$ cat src/rtl/cache_refill.sv
// Cache line-group refill engine: on a miss, reads the 4-word group from external memory and writes it into the cache data RAM.
// Latency: miss at T0 -> first o_ext_req at T2; zero-wait refill ends with o_wr_ready at T10, back in IDLE at T11.
// Backpressure: external memory stalls the refill by withholding i_ext_ack; REQ is held with stable request/address, no timeout.
//
// Ports:
//   i_clk, i_srst            clock, synchronous active-high reset
//   i_miss, i_addr           miss strobe and CPU word address (sampled in IDLE only)
//   i_load_addr              cache slot address from tag/LRU stage (sampled in LATCH only)
//   o_busy                   refill in progress (any state but IDLE)
//   o_ext_req/o_ext_addr     external read request and word address
//   i_ext_ack/i_ext_rdata    external acknowledge and read data (data valid in ack cycle)
//   o_ram_we/o_ram_addr/o_ram_wdata  cache data RAM write port
//   o_wr_ready               one-cycle pulse: group loaded
module cache_refill #(
  parameter int DATA_W = 32
) (
  input  logic              i_clk,
  input  logic              i_srst,
  input  logic              i_miss,
  input  logic [29:0]       i_addr,
  input  logic [7:0]        i_load_addr,
  output logic              o_busy,
  output logic              o_ext_req,
  output logic [29:0]       o_ext_addr,
  input  logic              i_ext_ack,
  input  logic [DATA_W-1:0] i_ext_rdata,
  output logic              o_ram_we,
  output logic [7:0]        o_ram_addr,
  output logic [DATA_W-1:0] o_ram_wdata,
  output logic              o_wr_ready
);

  typedef enum logic [2:0] {
    ST_IDLE  = 3'd0,
    ST_LATCH = 3'd1,
    ST_REQ   = 3'd2,
    ST_WRITE = 3'd3,
    ST_DONE  = 3'd4
  } state_t;

  state_t      state;
  state_t      state_nxt;
  logic [1:0]  cnt;       // word index within the group, 0..3, never wraps inside a refill
  logic [27:0] ext_base;  // tag/block/group of the missing address
  logic [5:0]  ram_base;  // cache slot plus group offset within the slot

  // The word offsets of both addresses are deliberately dropped: a refill
  // always fetches the whole group starting at word 0.
  logic unused_word_bits;
  assign unused_word_bits = ^{i_addr[1:0], i_load_addr[1:0]};

  // State register
  always_ff @(posedge i_clk) begin
    if (i_srst) begin
      state <= ST_IDLE;
    end else begin
      state <= state_nxt;
    end
  end

  // Next-state logic
  always_comb begin
    state_nxt = state;
    case (state)
      ST_IDLE:  if (i_miss) state_nxt = ST_LATCH;
      ST_LATCH: state_nxt = ST_REQ;
      ST_REQ:   if (i_ext_ack) state_nxt = ST_WRITE;
      ST_WRITE: state_nxt = (cnt == 2'd3) ? ST_DONE : ST_REQ;
      ST_DONE:  state_nxt = ST_IDLE;
      default:  state_nxt = ST_IDLE;
    endcase
  end

  // Datapath registers; each is only loaded in the one state that owns it,
  // so input changes outside that state cannot disturb an active refill.
  always_ff @(posedge i_clk) begin
    if (i_srst) begin
      cnt         <= 2'd0;
      ext_base    <= 28'd0;
      ram_base    <= 6'd0;
      o_ram_wdata <= '0;
    end else begin
      case (state)
        ST_IDLE: begin
          if (i_miss) begin
            ext_base <= i_addr[29:2];
            cnt      <= 2'd0;
          end
        end
        ST_LATCH: ram_base <= i_load_addr[7:2];
        ST_REQ: begin
          if (i_ext_ack) o_ram_wdata <= i_ext_rdata;
        end
        ST_WRITE: begin
          if (cnt != 2'd3) cnt <= cnt + 2'd1;
        end
        default: ;
      endcase
    end
  end

  assign o_ext_addr = {ext_base, cnt};
  assign o_ram_addr = {ram_base, cnt};

  // Output decode; strobes come from distinct states so they can never overlap.
  always_comb begin
    o_busy     = 1'b1;
    o_ext_req  = 1'b0;
    o_ram_we   = 1'b0;
    o_wr_ready = 1'b0;
    case (state)
      ST_IDLE:  o_busy     = 1'b0;
      ST_REQ:   o_ext_req  = 1'b1;
      ST_WRITE: o_ram_we   = 1'b1;
      ST_DONE:  o_wr_ready = 1'b1;
      default:  ;
    endcase
  end

endmodule

$ cat config.mk
export PLATFORM = sky130hd
export DESIGN_NAME = cache_refill
export DESIGN_NICKNAME = d
export VERILOG_FILES = /design/src/rtl/cache_refill.sv
export SDC_FILE = /design/constraint.sdc
export NUM_CORES = 1
export LEC_CHECK = 0
export ABC_CLOCK_PERIOD_IN_PS = 1970
export BUFFER_PORTS_ARGS = -buffer_cell sky130_fd_sc_hd__buf_2
export CAP_MARGIN = 20
export CORE_UTILIZATION = 43
export CTS_CLUSTER_SIZE = 14
export DETAILED_ROUTE_END_ITERATION = 10
export PLACE_DENSITY = 0.88
export SYNTH_ARGS = -nofsm -noshare
export SYNTH_HDL_FRONTEND = slang
export SYNTH_SLANG_ARGS = --single-unit
$ cat constraint.sdc
create_clock -name i_clk -period 1.97 [get_ports i_clk]
set_clock_uncertainty 0.05 [all_clocks]
set_input_delay 0.0985 -clock i_clk [delete_from_list [all_inputs] [get_ports i_clk]]
set_output_delay 0.0985 -clock i_clk [all_outputs]
set_load 0.005 [all_outputs]
==> results of run 1 <==
-- cells in the mapped netlist (2+ instances only) --
cell type,instances,area (µm²)
a21oi_1,63,315
buf_2,6,30.0
buf_4,5,37.5
buf_6,4,45.0
clkbuf_1,12,45.0
dfxtp_1,71,1420
mux2i_1,6,60.1
nand2_1,120,450
nand3_1,2,10.0
nand4bb_1,2,22.5
nor2_1,7,26.3
nor3b_1,2,15.0
-- stage by stage --
step,power (mW),std cells,worst slack [ps],util [%]
3_3_place_gp,1.92,507,435,58.3
5_1_grt,3.48,589,219,74.0
3_5_place_dp,1.94,507,367,58.3
2_1_floorplan,1.78,312,584,-
6_report,3.33,589,373,74.0
4_1_cts,3.35,589,361,74.0
-- per-layer routing --
metal | track usage [%] | part of all wire [%] | wire (µm) | up-vias
met2 | 43.8 | 52 | 4030 | 114
met5 | 0 | 0 | 0 | -
met4 | 12.7 | 3.0 | 230 | 0
li1 | - | - | - | 1409
met1 | 27.1 | 40 | 3080 | 1312
met3 | 5.26 | 4.8 | 372 | 22
-- logic make-up after synthesis --
group	Yosys count	synth area share [%]
and+or+nand+nor	142	24.1
DFF	71	54.5
AOI/OAI and AO/OA	65	12.5
buffers and inverters	27	6.05
muxes	6	2.30
adders and majority gates	1	0.480
-- where the power goes --
| part | internal [mW] | switching, mW |
|---|---|---|
| sequential | 1.51 | 0.0447 |
| clock | 0.781 | 0.528 |
| combinational | 0.254 | 0.213 |
-- area by class of cell --
class	instances	area [µm²]
well taps	72	90.1
fillers	408	1480
multi-input cells	214	1030
clock buffers	11	151
flip-flops and latches	71	1420
repair buffers	216	1430
clock inverters	5	80.1
-- cell usage in the layout (no fill, tap or decap), drive strengths merged, types with 2 or more instances in the layout --
| cell | instances |
|---|---|
| dfxtp | 71 |
| mux2i | 6 |
| clkbuf | 11 |
| nand3 | 2 |
| clkinvlp | 2 |
| nand2 | 120 |
| a21oi | 63 |
| dlygate4sd3 | 66 |
| nand4bb | 2 |
| and3b | 2 |
| bufinv | 2 |
| buf | 150 |
| nor2 | 7 |
| nor3b | 3 |
-- flip-flops by register name, summed over array words and instances (netlist names) --
signal,flops
cnt,2
o_ram_wdata,32
state,3
ram_base,6
ext_base,28
-- worst reg2reg max path: stages (launching register included) --
cell	delay, ps
dfxtp_1	560
nor3b_4	540
mux2i_1	290
nor2_1	50
-- worst max path at each step --
stage              from               to  slack, ps
2_1_floorplan  state[2]           cnt[0]        580
3_3_place_gp   state[0]           cnt[1]        440
3_5_place_dp   state[0]      ram_base[2]        370
4_1_cts        state[0]      ram_base[2]        360
5_1_grt        state[1]  o_ram_wdata[19]        220
6_report       state[0]      ram_base[5]        370
==> impl_metrics.py, run 1 <==
metrics = {
    "global_routing": {
        "antenna_found_initial": 0,
        "grt.total_usage_pct": 24.5,
        "grt.overflow.total": 0,
        "grt_pass1_vias": 2779,
        "grt_start_max_net_pins": 34,
        "grt_pass1_wl_um": 12200,
    },
    "setup_path": {
        "worst-path-buf-inv": 0,
        "critical_path.top_delay_family": "simple AND/OR/NAND/NOR gates",
        "path_max_fanout": 12,
        "end_kind": "flip-flop",
        "cp.depth": 3,
        "rrSetupSlack_ps": 370,
        "r2r_cells": 3,
        "crit_path_start_kind": "flip-flop",
        "max_stage_delay_ps": 560,
        "r2r-start": "state[0]",
        "crit_chain": "nor3b_4 > mux2i_1 > nor2_1",
        "rr_endpoint": "ram_base[5]",
        "arrival_ps": 1750,
        "crit_slowest_cell": "dfxtp_1",
        "worstPathRequired_ps": 2130,
        "crit_type": "reg -> reg",
    },
    "synth": {
        "yosysUniqueCellTypes": 24,
        "syn_avg_cell_area_um2": 8.36,
        "netlist_instances": 312,
        "async_flop_share_pct": 0,
        "ys.flop_type": "dfxtp_1",
        "ys_seq_area_share_pct": 54.5,
        "synth_edf_count": 0,
        "netlist_area_um2": 2610,
        "yosysWarningCount": 0,
        "ys_seq_elements": 71,
        "synth_nets": 387,
    },
    "power_and_ir_drop": {
        "leakage_nw": 1.95,
        "p_per_area_nw_per_um2": 792,
        "peakVddDrop_mv": 0.529,
    },
    "run": {
        "max-cap-violations": 0,
    },
    "clock_network": {
        "cts_tree": "built",
        "cts_buffers": 9,
        "clockBufferDepth": 2,
        "cts_resized": 0,
        "cts-root-buf": "clkbuf_8",
        "cts_sinks": 71,
        "clock_latency_ps": 310,
        "ctsHoldBuffers": 66,
        "ctsHtreeMaxLevel": 3,
        "postCtsSetupRepairBufs": 0,
        "path_clk_slew_ps": 80,
    },
    "sta": {
        "max_freq_mhz": 626,
        "slew_headroom_pct": 66.1,
        "fin_crit_sh_pct": 81.1,
        "setup_tns_ps": 0,
        "setup_viol": 0,
        "hold_viol_final": 0,
        "rsz0062_at_grt": "no",
        "max_slew.worst_pin.slew_ps": 509,
        "worst_hold_slack_ps": 182,
        "period_needed_ps": 1600,
        "drv_slew": 0,
    },
    "finish": {
        "nNetsFinal": 587,
        "final_area_um2": 4200,
        "area_growth_pct": 61.1,
        "diodes": 0,
        "drive_gt1_share_pct": 33.3,
    },
    "routing": {
        "antenna_left": 0,
        "post_drt_wl_per_cell_um": 13.1,
        "routed_wl_um": 7710,
        "drtIter0Drc": 155,
        "num_vias": 2857,
        "drc": 0,
        "viasPerCell": 4.85,
        "drtPass1Iterations": 6,
    },
    "floorplan": {
        "die_w_um": 79.9,
        "row_count": 27,
        "start_util_pct": 45.9,
        "core_area_um2": 5680,
        "die-area_um2": 6380,
        "top_level_ports": 148,
        "fp.dieH_um": 79.9,
    },
    "hold_path": {
        "min_path_type": "in -> reg",
        "min_to": "ram_base[1]",
        "hp-start": "i_srst",
        "min_path_cells": 2,
    },
    "placed_design": {
        "place_area_um2": 3310,
        "dp_hpwl_um": 4380,
        "gp_congestion": 0.722,
        "port_buffers": 143,
    },
    "outcome": {
        "status": "finished clean",
    },
}
Note: power is estimated with default switching activity, not from simulation.
==> run 2: changes to the inputs <==
==> config.mk (replaced) <==
export PLATFORM = sky130hd
export DESIGN_NAME = cache_refill
export DESIGN_NICKNAME = d
export VERILOG_FILES = /design/src/rtl/cache_refill.sv
export SDC_FILE = /design/constraint.sdc
export NUM_CORES = 1
export LEC_CHECK = 0
export ABC_AREA = 1
export ABC_CLOCK_PERIOD_IN_PS = 1600
export BUFFER_PORTS_ARGS = -buffer_cell sky130_fd_sc_hd__buf_2
export CAP_MARGIN = 20
export CORE_UTILIZATION = 44
export CTS_CLUSTER_SIZE = 14
export DETAILED_ROUTE_END_ITERATION = 10
export PLACE_DENSITY = 0.9
export SYNTH_ARGS = -nofsm -noshare
export SYNTH_HDL_FRONTEND = slang
export SYNTH_SLANG_ARGS = --single-unit
==> constraint.sdc (replaced) <==
create_clock -name i_clk -period 1.6 [get_ports i_clk]
set_clock_uncertainty 0.05 [all_clocks]
set_input_delay 0.08 -clock i_clk [delete_from_list [all_inputs] [get_ports i_clk]]
set_output_delay 0.08 -clock i_clk [all_outputs]
set_load 0.005 [all_outputs]
==> run 2 against run 1 <==
Sequential cell count unchanged. Non-clock buffer count grew 4. Critical path depth grew 2. Final cell count up 2.2%. Clock power decreased by 3%. Die area is 0.56% lower. Largest cell class unchanged. First-iteration DRC count is 26% higher.
==> impl_metrics.py, run 2 <==
metrics = {
    "outcome": {
        "status": "finished clean",
    },
    "routing": {
        "post_drt_wl_per_cell_um": 14.8,
        "antenna_left": 0,
        "num_vias": 3211,
        "drtIter0Drc": 196,
        "routed_wl_um": 8900,
        "viasPerCell": 5.33,
        "drc": 0,
        "drtPass1Iterations": 4,
    },
    "synth": {
        "yosysTopAreaCell": "dfxtp_1",
        "synthTopCellsByCount": "nand2_1 (77), dfxtp_1 (71), a21oi_1 (69)",
        "synth_top_area_share_pct": 53.6,
        "ys_seq_elements": 71,
        "yosys.cell_count.top_type": "nand2_1",
        "netlist_area_um2": 2650,
        "syn_avg_cell_area_um2": 8.14,
        "netlist_instances": 326,
        "ys_seq_area_share_pct": 53.6,
        "synth_edf_count": 0,
        "async_flop_share_pct": 0,
        "yosysWarningCount": 0,
        "yosysUniqueCellTypes": 18,
        "synth_area_leaders": "dfxtp_1 (54%), a21oi_1 (13%), nand2_1 (11%)",
        "ys.flop_type": "dfxtp_1",
        "synth_nets": 401,
    },
    "finish": {
        "final_common_cell": "buf_2",
        "final_cell_mix": "buf_2 (143), nand2_1 (77), dfxtp_1 (71)",
        "final_area_um2": 4230,
        "diodes": 0,
        "area_growth_pct": 59.6,
        "top_register": "o_ram_wdata",
        "reg_top3": "o_ram_wdata (32), ext_base (28), ram_base (6)",
        "stdcell_count": 602,
        "largest_register_ffs": 32,
        "drive_gt1_share_pct": 32.3,
        "nNetsFinal": 600,
    },
    "sta": {
        "hold_viol_final": 0,
        "max_slew.worst_pin.slew_ps": 468,
        "fin_crit_sh_pct": 90.3,
        "drv_slew": 0,
        "fin_ws_ps": 156,
        "rsz0062_at_grt": "no",
        "setup_viol": 0,
        "max_freq_mhz": 692,
        "setup_tns_ps": 0,
        "period_needed_ps": 1440,
        "slew_headroom_pct": 68.8,
    },
    "setup_path": {
        "r2r_cells": 5,
        "rrSetupSlack_ps": 300,
        "crit_path_start_kind": "flip-flop",
        "worstPathRequired_ps": 1470,
        "crit_type": "reg -> out",
        "arrival_ps": 1310,
        "r2r-start": "state[2]",
        "path_max_fanout": 33,
        "rr_endpoint": "ram_base[1]",
        "end_kind": "primary output",
    },
    "clock_network": {
        "ctsHtreeMaxLevel": 3,
        "postCtsSetupRepairBufs": 0,
        "path_clk_slew_ps": 80,
        "cts_sinks": 71,
        "cts-root-buf": "clkbuf_8",
        "clock_latency_ps": 320,
        "clockBufferDepth": 2,
        "cts_tree": "built",
        "cts_buffers": 9,
    },
    "floorplan": {
        "start_util_pct": 47.0,
        "row_count": 27,
        "die_w_um": 79.6,
        "fp.dieH_um": 79.6,
        "die-area_um2": 6340,
        "core_area_um2": 5640,
        "top_level_ports": 148,
    },
    "global_routing": {
        "antenna_found_initial": 0,
        "grt_pass1_vias": 3078,
        "grt.overflow.total": 0,
        "grt.total_usage_pct": 27.8,
        "grt_pass1_wl_um": 13600,
        "grt_start_max_net_pins": 48,
    },
    "power_and_ir_drop": {
        "leakage_nw": 1.93,
        "p_per_area_nw_per_um2": 925,
        "peakVddDrop_mv": 0.610,
    },
    "placed_design": {
        "gp_congestion": 0.739,
        "pre_cts_ws_ps": 315,
        "dp_hpwl_um": 4790,
        "place_area_um2": 3400,
        "port_buffers": 143,
        "dp_cells": 520,
    },
    "hold_path": {
        "min_path_cells": 3,
        "min_path_type": "in -> reg",
        "min_to": "ext_base[4]",
        "hp-start": "i_srst",
    },
    "run": {
        "max-cap-violations": 0,
    },
}
-- run 2: logic make-up after synthesis --
logic type,count (synthesis),synth area share [%]
simple gates,148,25.8
compound gates,70,13.3
flops,71,53.6
buf+inv,36,6.89
fa+ha+maj,1,0.472
-- run 2: critical path, stage by stage, from the launching register on --
cell and delay [ps]:
dfxtp_1 350, nor2_1 140, nand2_1 100, inv_2 80
buf_12 180, buf_2 140
-- run 2: worst max path at each step --
stage | from | to | cells past startpoint
final | state[2] | o_ext_req | 5
after detailed placement | state[2] | ram_base[1] | 5
after floorplan | state[2] | o_ram_wdata[0] | 5
after CTS | state[2] | o_ext_req | 5
after global routing | state[2] | o_ext_req | 5
after global placement | state[2] | ram_base[3] | 5
-- run 2: routing by layer --
layer	routed length, µm	share of wire, %	track usage [%]	vias up
li1	-	-	-	1522
met1	3350	38	28.4	1467
met2	4520	51	49.1	168
met3	444	5.0	5.03	54
met4	577	6.5	22.7	0
met5	0	0	0	-
-- run 2: layout make-up --
type                            count  area (µm²)
Clock buffer                       12         155
Fill cell                         416        1410
Multi-Input combinational cell    219        1050
Inverter                            4        15.0
Clock inverter                      4        20.0
Sequential cell                    71        1420
Tap cell                           72        90.1
Timing Repair Buffer              220        1480
-- run 2: timing repair --
| item | 4_1_cts | 5_1_grt |
|---|---|---|
| hold buffers | 66 | 0 |
| hold endpoints to repair | 66 | 0 |
| resized for setup | 0 | 0 |
-- run 2: where the power goes --
part	leakage [nW]	total (mW)	internal, mW	switching, mW
sequential	0.578	1.92	1.87	0.0565
combinational	1.25	0.722	0.357	0.364
clock	0.0959	1.27	0.638	0.634
-- run 2: through the flow --
step / hold WS [ps] / total power [mW] / util (%)
after floorplan: 175 / 2.28 / -
after global placement: 281 / 2.51 / 60.2
after detailed placement: 289 / 2.53 / 60.2
after CTS: 144 / 3.91 / 75.0
after global routing: 154 / 4.11 / 75.0
final: 156 / 3.92 / 75.0
